==> src/rtl/toggle_bank_pkg.sv <==
// Shared types for the toggle bank arbiter: per-lane op encoding and default bank size.
package toggle_bank_pkg;

  typedef enum logic {
    OP_TOGGLE = 1'b0,
    OP_CLEAR  = 1'b1
  } op_e;

  localparam int N_DEFAULT = 32;

endpackage

==> src/rtl/toggle_bank_arbiter_rr_pick.sv <==
// Combinational round-robin picker: first eligible lane at or after ptr, wrapping N-1 -> 0.
module rr_pick #(
  parameter int N  = 32,
  parameter int IW = $clog2(N)
) (
  input  logic [N-1:0]  eligible,
  input  logic [IW-1:0] ptr,
  output logic          valid,
  output logic [IW-1:0] idx
);

  always_comb begin
    int j;
    j     = 0;
    valid = 1'b0;
    idx   = '0;
    for (int i = 0; i < N; i++) begin
      j = int'(ptr) + i;
      if (j >= N) j = j - N;
      if (!valid && eligible[j]) begin
        valid = 1'b1;
        idx   = IW'(j);
      end
    end
  end

endmodule

==> src/rtl/toggle_bank_arbiter.sv <==
// Round-robin grant of one requester per cycle; the winner's toggle/clear op lands on
// its lane of the owned bank one cycle after the grant.
module toggle_bank_arbiter
  import toggle_bank_pkg::*;
#(
  parameter int N     = N_DEFAULT,
  parameter int CNT_W = 16,
  parameter int IW    = $clog2(N)
) (
  input  logic             c,
  input  logic             r,
  input  logic [N-1:0]     req,
  input  logic [N-1:0]     op,
  input  logic             hold,
  input  logic             clr,
  output logic [N-1:0]     gnt,
  output logic [IW-1:0]    gidx,
  output logic [N-1:0]     a,
  output logic             busy,
  output logic [CNT_W-1:0] ngnt
);

  logic [IW-1:0] ptr;
  logic [N-1:0]  eligible;
  logic          pick_v;
  logic [IW-1:0] pick_idx;
  logic          grant;
  logic [N-1:0]  pick_onehot;

  logic          stage_v;
  logic [IW-1:0] stage_idx;
  op_e           stage_op;

  // The lane granted last cycle still holds req while it sees gnt, so mask it out.
  assign eligible    = req & ~gnt;
  assign grant       = pick_v & ~hold;
  assign pick_onehot = {{(N-1){1'b0}}, 1'b1} << pick_idx;
  assign busy        = (|eligible) | stage_v;

  rr_pick #(.N(N), .IW(IW)) u_pick (
    .eligible (eligible),
    .ptr      (ptr),
    .valid    (pick_v),
    .idx      (pick_idx)
  );

  always_ff @(posedge c or posedge r) begin
    if (r) begin
      ptr       <= '0;
      gnt       <= '0;
      gidx      <= '0;
      ngnt      <= '0;
      stage_v   <= 1'b0;
      stage_idx <= '0;
      stage_op  <= OP_TOGGLE;
      a         <= '0;
    end else begin
      if (grant) begin
        gnt       <= pick_onehot;
        gidx      <= pick_idx;
        ptr       <= (pick_idx == IW'(N-1)) ? '0 : pick_idx + IW'(1);
        stage_v   <= 1'b1;
        stage_idx <= pick_idx;
        stage_op  <= op_e'(op[pick_idx]);
        if (ngnt != '1) ngnt <= ngnt + CNT_W'(1);
      end else begin
        gnt     <= '0;
        stage_v <= 1'b0;
      end

      // A global clear wins over the staged op, which is dropped rather than applied.
      if (clr) begin
        a <= '0;
      end else if (stage_v) begin
        a[stage_idx] <= (stage_op == OP_CLEAR) ? 1'b0 : ~a[stage_idx];
      end
    end
  end

endmodule
==> config.mk <==
export PLATFORM = sky130hd
export DESIGN_NAME = toggle_bank_arbiter
export DESIGN_NICKNAME = d
export VERILOG_FILES = /design/src/rtl/toggle_bank_pkg.sv /design/src/rtl/toggle_bank_arbiter_rr_pick.sv /design/src/rtl/toggle_bank_arbiter.sv
export SDC_FILE = /design/constraint.sdc
export NUM_CORES = 1
export LEC_CHECK = 0
export CAP_MARGIN = 40
export CORE_MARGIN = 5
export CORE_UTILIZATION = 34
export CTS_CLUSTER_DIAMETER = 80
export DETAILED_ROUTE_END_ITERATION = 8
export GPL_TIMING_DRIVEN = 1
export PLACE_DENSITY = 0.63
export SLEW_MARGIN = 5
export SYNTH_ARGS = -nofsm -noshare
export SYNTH_HDL_FRONTEND = slang
export SYNTH_SLANG_ARGS = --single-unit
==> constraint.sdc <==
create_clock -name c -period 8.1 [get_ports c]
set_input_delay 1.62 -clock c [delete_from_list [all_inputs] [get_ports c]]
set_output_delay 1.62 -clock c [all_outputs]
set_load 0.01 [all_outputs]
==> impl_metrics.env <==
export IMPL_status="finished, violations left"
export IMPL_failed_checks="design-rule violations"
export IMPL_tightest_slew_ns=0.871
export IMPL_hold_violations=0
export IMPL_tns_ns=0
export IMPL_synth_edf_count=0
export IMPL_crit_chain="clkdlybuf4s50_1, nor2b_1, mux4_2, mux2i_1, mux4_2, nor3b_1, and4_1, nand2_1, o22ai_1, nor3_1, a211oi_1, o32ai_4, mux2_2, o211ai_1, o211ai_1, or4_1"
export IMPL_yosysMostFrequentCell="nand2_1"
export IMPL_synthTopCellsByCount="nand2_1, nor2_1, dfrtp_1"
export IMPL_synth_area_leaders="dfrtp_1, mux4_2, mux2i_1"
export IMPL_yosys_warnings=0
export IMPL_synth_net_count=1344
export IMPL_antenna_found_initial=0
export IMPL_grt_pass1_vias=11050
export IMPL_nets=1482
export IMPL_grt_max_degree=82
export IMPL_finalSetupViolCount=0
export IMPL_grt_usage_pct=24.8
export IMPL_crit_path_start_kind="primary input"
export IMPL_post_dp_hpwl_um=35400
export IMPL_ys_ff_latch=92
export IMPL_grt_overflow=0
export IMPL_viasPerCell=6.44
export IMPL_drive_gt1_share_pct=13.6
export IMPL_slew_viol_final=0
export IMPL_worstSkewPairLatency_ns=0.35
export IMPL_fmaxAchievable_ghz=0.137
export IMPL_cp_data_arrival_time_ns=7.53
export IMPL_timing_critical_path_buf_inv=1
export IMPL_rsz0062_at_grt="false"
export IMPL_cts_sinks=92
export IMPL_place_gp_congestion=1.03
export IMPL_cts_max_path_buffers=2
export IMPL_synthesis_instances=1260
export IMPL_critical_path_top_delay_family="simple AND/OR/NAND/NOR gates"
export IMPL_start_util_pct=34.3
export IMPL_hold_class="reg2reg"
export IMPL_htreeDepth=3
export IMPL_synthToLayoutAreaGrowth_pct=22.1
export IMPL_die_area_mm2=0.0353
export IMPL_cpMaxStageDelayCell="and4_1"
export IMPL_crit_type="in2reg"
export IMPL_wl_per_cell_um=25.1
export IMPL_synth_distinct_cells=87
export IMPL_critPathMaxFanout=15
export IMPL_grt_pass1_wl_um=68700
export IMPL_design_core_area_mm2=0.0314
export IMPL_cts_resized_gates=0
export IMPL_antenna_left=0
export IMPL_fillCellCount=3103
export IMPL_fin_crit_ns=7.30
export IMPL_hold_buffers=0
export IMPL_timing_final_crit_share_pct=90.1
export IMPL_chipWidth_um=188
export IMPL_routed_wl_um=45300
export IMPL_syn_area_mm2=0.0108
export IMPL_ys_seq_area_share_pct=21.4
export IMPL_drt_pass1_iterations=9
export IMPL_maxCapViolCount=0
export IMPL_worstSetupEndpointType="flip-flop"
export IMPL_post_cts_buffers=0
export IMPL_vias=11624
export IMPL_die_height_um=188
export IMPL_cts_buffers_inserted=9
export IMPL_clockRootBuffer="clkbuf_16"
export IMPL_synth_top_area_cell="dfrtp_1"
export IMPL_rows=65
export IMPL_synth_avg_cell_area_um2=8.53
export IMPL_ios=154
export IMPL_drt_iter0_drc=1571
export IMPL_required_ns=8.32
export IMPL_synthArstFlopShare_pct=100
export IMPL_portBuffers=153
export IMPL_drc_errors=2
export IMPL_relSlewSlack_pct=41.7
export IMPL_finClkSkew_ns=0.0132
export IMPL_synth_top_area_share_pct=21.4
export IMPL_cts_tree="yes"
export IMPL_clkTransAtPathRegs_ns=0.07
export IMPL_synthFlopType="dfrtp_1"
export IMPL_antenna_cells=0
export IMPL_slowest_delay_ns=0.64
## stage by stage
step           util [%]  hold WS [ns]  worst slack (ns)  std cells  cell area [µm²]
6_report           41.8         0.498             0.800       1805            13100
5_1_grt            41.8         0.518             0.508       1805            13100
4_1_cts            41.8         0.499             0.942       1805            13100
3_5_place_dp       40.9         0.483             0.556       1789            12800
3_3_place_gp       40.7         0.479             0.701       1783            12800
2_1_floorplan         -         0.515              1.86       1260            10800
## cells by family (layout without fill, tap and decap cells)
kind of cell / count (synthesis) / after routing / synth area share [%]
multiplexers: 137 / 137 / 20.5
AND/OR/NAND/NOR: 529 / 529 / 25.8
adder cells (fa/ha/maj): 16 / 16 / 1.86
AO/OA/AOI/OAI: 336 / 336 / 21.9
buffers and inverters: 102 / 245 / 4.43
XOR/XNOR: 48 / 48 / 4.12
flip-flops: 92 / 92 / 21.4
## layout make-up
cell class / count / area [µm²] / share of cell area (%)
clock buffers: 10 / 239 / 1.82
clock inverters: 6 / 47.5 / 0.362
inverters: 24 / 91.3 / 0.695
multi-input cells: 1066 / 7990 / 60.9
flip-flops and latches: 92 / 2310 / 17.6
well taps: 402 / 503 / 3.83
repair buffers: 205 / 1950 / 14.9
## sequential cells by signal, summed over array words and instances (netlist names)
signal and cells:
a 32, gnt 32, ngnt 16, ptr 5
stage_idx 5, stage_op 1, stage_v 1
## metal layers
layer	share of wire, %	GRT usage [%]
met1	42	34.5
met2	44	38.4
met3	9.3	3.95
met4	4.3	10.3
met5	0	0
## path summary, 6_finish.rpt
path                            slack, ns     from       end  depth (start not counted)
worst max-delay path                 0.80  req[14]  stage_op                         16
worst min-delay path                 0.50  ngnt[5]   ngnt[5]                          1
worst max register to register       0.95   ptr[0]  stage_op                         22
worst min register to register       0.50  ngnt[5]   ngnt[5]                          1
max in group asynchronous            5.29        r    ptr[0]                          3
min in group asynchronous            1.66        r     a[30]                          2
## cell usage in the layout (no fill, tap or decap), drive strengths merged, types with 20 or more instances in the layout
cell type,n
clkdlybuf4s50,153
nand2,139
nor2,126
dfrtp,92
mux4,65
a21oi,64
o21ai,62
mux2i,52
buf,51
nor2b,40
xnor2,40
nand3,35
nand4,28
o22ai,27
nor3b,25
inv,24
mux2,20
Power is not shown: default switching activity piles up to over one toggle a cycle in this logic, so the estimate is an artifact.
